[src/rtl/step_pattern_engine.sv]
// Drum step sequencer core: NCH x NSTEP pattern, edit/play/raw modes.
// Optional SEQ_SWING_EN adds a swing input that lengthens even steps.
module step_pattern_engine #(
  parameter int NCH    = 4,
  parameter int NSTEP  = 8,
  parameter int TICK_W = 20,
  localparam int SW    = $clog2(NSTEP)
) (
  input  logic              clk,
  input  logic              rst,
  input  logic [1:0]        mode,
  input  logic              step_left,
  input  logic              step_right,
  input  logic [NCH-1:0]    tgl,
  input  logic [NCH-1:0]    raw,
  input  logic [TICK_W-1:0] beat_lim,
  input  logic [TICK_W-1:0] gate_len,
`ifdef SEQ_SWING_EN
  input  logic [TICK_W-1:0] swing,
`endif
  output logic [SW-1:0]     cursor,
  output logic [NSTEP-1:0]  step_oh,
  output logic [NCH-1:0]    cur_pat,
  output logic [NCH-1:0]    trig,
  output logic              beat
);

  typedef enum logic [1:0] {
    M_EDIT = 2'd0,
    M_PLAY = 2'd1,
    M_RAW  = 2'd2,
    M_IDLE = 2'd3
  } mode_e;

  localparam int TW = TICK_W + 1;
  localparam logic [SW-1:0] LAST = SW'(NSTEP - 1);

  logic [NCH-1:0]   pat_q [NSTEP];
  logic [NCH-1:0]   pat_d [NSTEP];
  logic [SW-1:0]    cursor_q, cursor_d;
  logic [TW-1:0]    tick_q, tick_d;
  mode_e            mode_q, mode_d;
  logic [NSTEP-1:0] step_oh_q, step_oh_d;
  logic [NCH-1:0]   cur_pat_q, cur_pat_d;
  logic [NCH-1:0]   trig_q, trig_d;
  logic             beat_q, beat_d;

  logic [SW-1:0]    nxt, prv;
  logic [TW-1:0]    lim;
  logic             gate_on;

  // Tick is one bit wider so a swung even step can exceed beat_lim.
`ifdef SEQ_SWING_EN
  logic [TICK_W-1:0] s;
  always_comb begin
    s   = (swing < beat_lim) ? swing : beat_lim;
    lim = cursor_q[0] ? ({1'b0, beat_lim} - {1'b0, s})
                      : ({1'b0, beat_lim} + {1'b0, s});
  end
`else
  assign lim = {1'b0, beat_lim};
`endif

  assign nxt = (cursor_q == LAST) ? '0 : cursor_q + SW'(1);
  assign prv = (cursor_q == '0) ? LAST : cursor_q - SW'(1);

  always_comb begin
    mode_d   = mode_e'(mode);
    pat_d    = pat_q;
    cursor_d = cursor_q;
    tick_d   = tick_q;
    beat_d   = 1'b0;
    trig_d   = '0;
    if (mode_d != mode_q) begin
      cursor_d = '0;
      tick_d   = '0;
      beat_d   = (mode_d == M_PLAY);
    end else begin
      unique case (mode_d)
        M_EDIT: begin
          pat_d[cursor_q] = pat_q[cursor_q] ^ tgl;
          if (step_right && !step_left)
            cursor_d = nxt;
          else if (step_left && !step_right)
            cursor_d = prv;
        end
        M_PLAY: begin
          if (tick_q >= lim) begin
            tick_d   = '0;
            cursor_d = nxt;
            beat_d   = 1'b1;
          end else begin
            tick_d = tick_q + TW'(1);
          end
        end
        M_RAW: begin
          cursor_d = '0;
          tick_d   = '0;
        end
        M_IDLE: begin
        end
      endcase
    end
    gate_on = (tick_d < {1'b0, gate_len});
    if (mode_d == M_PLAY)
      trig_d = (pat_d[cursor_d] & {NCH{gate_on}}) | raw;
    else if (mode_d == M_RAW)
      trig_d = raw;
    cur_pat_d = pat_d[cursor_d];
    step_oh_d = {{(NSTEP-1){1'b0}}, 1'b1} << cursor_d;
  end

  always_ff @(posedge clk) begin
    if (rst) begin
      for (int i = 0; i < NSTEP; i++)
        pat_q[i] <= '0;
      cursor_q  <= '0;
      tick_q    <= '0;
      mode_q    <= M_EDIT;
      step_oh_q <= {{(NSTEP-1){1'b0}}, 1'b1};
      cur_pat_q <= '0;
      trig_q    <= '0;
      beat_q    <= 1'b0;
    end else begin
      pat_q     <= pat_d;
      cursor_q  <= cursor_d;
      tick_q    <= tick_d;
      mode_q    <= mode_d;
      step_oh_q <= step_oh_d;
      cur_pat_q <= cur_pat_d;
      trig_q    <= trig_d;
      beat_q    <= beat_d;
    end
  end

  assign cursor  = cursor_q;
  assign step_oh = step_oh_q;
  assign cur_pat = cur_pat_q;
  assign trig    = trig_q;
  assign beat    = beat_q;

endmodule

[config.mk]
export PLATFORM = sky130hd
export DESIGN_NAME = step_pattern_engine
export DESIGN_NICKNAME = d
export VERILOG_FILES = /design/src/rtl/step_pattern_engine.sv
export SDC_FILE = /design/constraint.sdc
export NUM_CORES = 1
export LEC_CHECK = 0
export CAP_MARGIN = 10
export CORE_MARGIN = 2
export CORE_UTILIZATION = 55
export DETAILED_ROUTE_END_ITERATION = 10
export DONT_BUFFER_PORTS = 1
export PLACE_DENSITY = 0.7
export SLEW_MARGIN = 5
export SYNTH_ARGS = -nofsm -noshare
export SYNTH_HDL_FRONTEND = slang
export SYNTH_SLANG_ARGS = --single-unit
[constraint.sdc]
create_clock -name clk -period 5.3 [get_ports clk]
set_input_delay 0.53 -clock clk [delete_from_list [all_inputs] [get_ports clk]]
set_output_delay 0.53 -clock clk [all_outputs]
set_load 0.1 [all_outputs]
==> results.sh <==
export IMPL_r2r_worst_path_cells=17
export IMPL_yosysTopAreaCellShare_pct=30.56
export IMPL_finish_instance_area_um2=5185
export IMPL_synth_async_reset_ratio_pct=0
export IMPL_synth_sequential_area_ratio_pct=30.56
export IMPL_whs_endpoint="mode_q[1]"
export IMPL_floorplan_die_width_um=98.52
export IMPL_rows=34
export IMPL_numPortBuffers=0
export IMPL_grt_pass1_vias=3870
export IMPL_final_common_cell="sky130_fd_sc_hd__nor2_1"
export IMPL_power_per_cell_area_nw_per_um2=227.9
export IMPL_drcViolationCount=0
export IMPL_clkTransAtPathRegs_ns=0.09
export IMPL_grt_use_met3_pct=4.468
export IMPL_die_area_um2=9705
export IMPL_synth_fp_nets=673
export IMPL_cts_buffers=9
export IMPL_syn_inst=571
export IMPL_endpoint_kind="flop"
export IMPL_holdCritPathClass="primary input to flop"
export IMPL_synth_seq_cells=75
export IMPL_final_core_utilization_pct=59.75
export IMPL_viasPerCell=5.978
export IMPL_setup_total_neg_slack_ns=0
export IMPL_worstHoldStart="rst"
export IMPL_average_wire_length_per_cell_after_detail_routing_um=17.59
export IMPL_highest_clock_rate_mhz=210.2
export IMPL_unrepaired_setup_endpoints_after_global_routing="false"
export IMPL_criticalPathCategory="flop to flop"
export IMPL_synth_edf_count=0
export IMPL_grt_met1_usage_pct=36.32
export IMPL_groute_usage_overall_pct=25.43
export IMPL_clock_skew_ns=0.01362
export IMPL_critical_path_arrival_ns=5.03
export IMPL_totalWireLength_um=11910
export IMPL_unique_cell_type_count_in_the_yosys_netlist=59
export IMPL_seq_power_share_pct=51.1
export IMPL_crit_path_max_fanout=13
export IMPL_top_usage_layer="met2"
export IMPL_synth_flop_cell="sky130_fd_sc_hd__dfxtp_1"
export IMPL_via_count_of_the_routed_design=4047
export IMPL_cts_htree_levels=3
export IMPL_drt_pass1_iter_count=5
export IMPL_ios=74
export IMPL_cts_max_path_buffers=2
export IMPL_core_region_area_um2=8678
export IMPL_most_common_layout_cells="sky130_fd_sc_hd__nor2_1 (76), sky130_fd_sc_hd__dfxtp_1 (74), sky130_fd_sc_hd__mux2i_1 (56)"
export IMPL_ranking_of_synthesized_cells_by_area="sky130_fd_sc_hd__dfxtp_1 (31%), sky130_fd_sc_hd__ha_1 (12%), sky130_fd_sc_hd__mux2i_1 (11%)"
export IMPL_antenna_cells=0
export IMPL_cts_tree="yes"
export IMPL_max_cap_violations=0
export IMPL_p_comb_share_pct=9.1
export IMPL_whs_path_depth=1
export IMPL_internal_power_mw=0.8530
export IMPL_cts_resized=0
export IMPL_dp_final_hpwl_um=8945
export IMPL_timing_final_crit_period_ns=4.757
export IMPL_timing_slew_headroom_pct=27.54
export IMPL_later_pin_clock_latency_in_the_skew_report_ns=0.36
export IMPL_grt_start_max_net_pins=64
export IMPL_floorplan_die_height_um=98.52
export IMPL_end_of_the_worst_register_to_register_path="trig[0]"
export IMPL_drt_antenna_violating_nets=0
export IMPL_synth_warnings=0
export IMPL_net_switching_power_mw=0.3287
export IMPL_holdBufCountCts=0
export IMPL_crit_path_start_kind="flop"
export IMPL_final_worst_path_period_share_pct=89.75
export IMPL_gpl_final_weighted_congestion=0.9063
export IMPL_grt_remaining_overflow=0
export IMPL_ir_drop_v=0.0001175
export IMPL_critPathRequiredTime_ns=5.57
export IMPL_layout_nets=666
export IMPL_setup_reg_to_reg_worst_slack_ns=0.54
export IMPL_global_route_usage_met2_pct=39.19
export IMPL_fin_total_pwr_mw=1.182
export IMPL_worstReg2RegStart="tick_q[7]"
export IMPL_post_route_cells_drive_above_1_share_pct=8.260
export IMPL_cts_num_sinks=75
export IMPL_power_share_clock_pct=39.8
export IMPL_run_status="complete, no violations"
export IMPL_grt_antenna_before_repair=0
export IMPL_post_dp_cell_area_um2=4974
export IMPL_timing_final_hold_violations=0
export IMPL_initial_utilization_pct=56.62
export IMPL_synth_largest_area_cell="sky130_fd_sc_hd__dfxtp_1"
export IMPL_syn_cell_area_um2=4913
export IMPL_areaGrowthSynthToFinish_pct=5.526
export IMPL_count_of_pins_over_their_slew_limit=0
export IMPL_tightest_slew_ns=1.079
export IMPL_grt_pass1_wl_um=19780
export IMPL_timing_hold_ws_ns=0.2290
export IMPL_post_synth_cell_area_avg_um2=8.605
export IMPL_power_share_switching_pct=27.82
export IMPL_setup_viol=0
export IMPL_cts_setup_buffers=0
export IMPL_total_leakage_power_nw=2.203
export IMPL_clock_tree_root_cell="sky130_fd_sc_hd__clkbuf_8"
export IMPL_first_iter_violations=265
==> cell usage after synthesis, types with 6 or more instances <==
library cell               number
sky130_fd_sc_hd__nor2_1        76
sky130_fd_sc_hd__dfxtp_1       75
sky130_fd_sc_hd__mux2i_1       56
sky130_fd_sc_hd__inv_1         49
sky130_fd_sc_hd__ha_1          48
sky130_fd_sc_hd__nand2_1       45
sky130_fd_sc_hd__nor3_1        27
sky130_fd_sc_hd__a21oi_1       20
sky130_fd_sc_hd__nand4_1       14
sky130_fd_sc_hd__clkbuf_1      13
sky130_fd_sc_hd__xnor2_1       13
sky130_fd_sc_hd__o21ai_0       12
sky130_fd_sc_hd__nand3_1       11
sky130_fd_sc_hd__xor2_1        10
sky130_fd_sc_hd__a22oi_1        8
sky130_fd_sc_hd__mux4_2         8
sky130_fd_sc_hd__a21o_1         6
sky130_fd_sc_hd__buf_1          6
==> area by class of cell <==
type	count	area [um2]
Fill cell	803	3493
Multi-Input combinational cell	420	3088
Tap cell	108	135.1
Sequential cell	75	1503
Inverter	50	187.7
Clock buffer	11	151.4
Timing Repair Buffer	8	60.06
Clock inverter	5	60.06
==> metrics by stage <==
stage	std cells	setup slack, ns
after floorplan	571	0.8425
after global placement	661	0.5776
after detailed placement	661	0.4184
after CTS	677	0.5644
after global routing	677	0.1149
final	677	0.5434
==> layer usage <==
metal  routed length [um]  part of all wire (%)  up-vias
met2                 5336                    45      148
li1                     -                     -     1996
met5                    0                     0        -
met4                  263                   2.2        0
met1                 5622                    47     1885
met3                  686                   5.8       18
==> kinds of logic (layout without fill, tap and decap cells) <==
| group | after synthesis | after routing | synth area share, % |
|---|---|---|---|
| buffers and inverters | 76 | 74 | 6.595 |
| DFF | 75 | 75 | 30.56 |
| xor gates and xnor gates | 23 | 23 | 4.100 |
| adders and majority gates | 48 | 48 | 12.22 |
| muxes | 64 | 64 | 15.08 |
| AOI/OAI and AO/OA | 80 | 80 | 11.31 |
| and+or+nand+nor | 205 | 205 | 20.14 |
==> sequential cells by signal (all words and copies together) (netlist names) <==
register and flops:
pat_q 32, tick_q 21, step_oh 8, cur_pat 4
trig 4, cursor 3, mode_q 2, beat 1
==> power groups by stage <==
stage               Clock [mW]  Sequential [mW]  Combinational (mW)
global placement             0            0.617               0.102
global route             0.496            0.605               0.120
CTS                      0.478            0.604               0.106
floorplan                    0            0.616              0.0907
finish                   0.471            0.604               0.107
detailed placement           0            0.617               0.105
==> how the worst max path moves through the flow <==
| stage | endpoint | slack (ns) | start | depth (start not counted) |
|---|---|---|---|---|
| 3_5_place_dp | trig[3] | 0.42 | beat_lim[6] | 18 |
| 4_1_cts | trig[3] | 0.56 | tick_q[7] | 17 |
| 3_3_place_gp | trig[3] | 0.58 | beat_lim[6] | 18 |
| 5_1_grt | trig[0] | 0.11 | tick_q[7] | 17 |
| 2_1_floorplan | trig[3] | 0.84 | beat_lim[19] | 21 |
| 6_report | trig[0] | 0.54 | tick_q[7] | 17 |
==> worst max-delay path, cell delays in order, from the launching register on <==
cell                        delay [ns]
sky130_fd_sc_hd__dfxtp_1          0.42
sky130_fd_sc_hd__ha_1             0.27
sky130_fd_sc_hd__o21ai_0          0.19
sky130_fd_sc_hd__nor2_1           0.09
sky130_fd_sc_hd__o41ai_2          0.73
sky130_fd_sc_hd__nand3_1          0.29
sky130_fd_sc_hd__a21o_1           0.38
sky130_fd_sc_hd__nor2_1           0.16
sky130_fd_sc_hd__ha_1             0.25
sky130_fd_sc_hd__a21o_1           0.18
sky130_fd_sc_hd__a21o_1           0.17
sky130_fd_sc_hd__a21oi_1          0.13
sky130_fd_sc_hd__o21ai_0          0.15
sky130_fd_sc_hd__a2111oi_0        0.47
sky130_fd_sc_hd__o21a_1           0.19
sky130_fd_sc_hd__o221a_1          0.24
sky130_fd_sc_hd__nand2_1          0.13
sky130_fd_sc_hd__o221ai_1         0.22
Note: power is estimated with default switching activity, not from simulation.
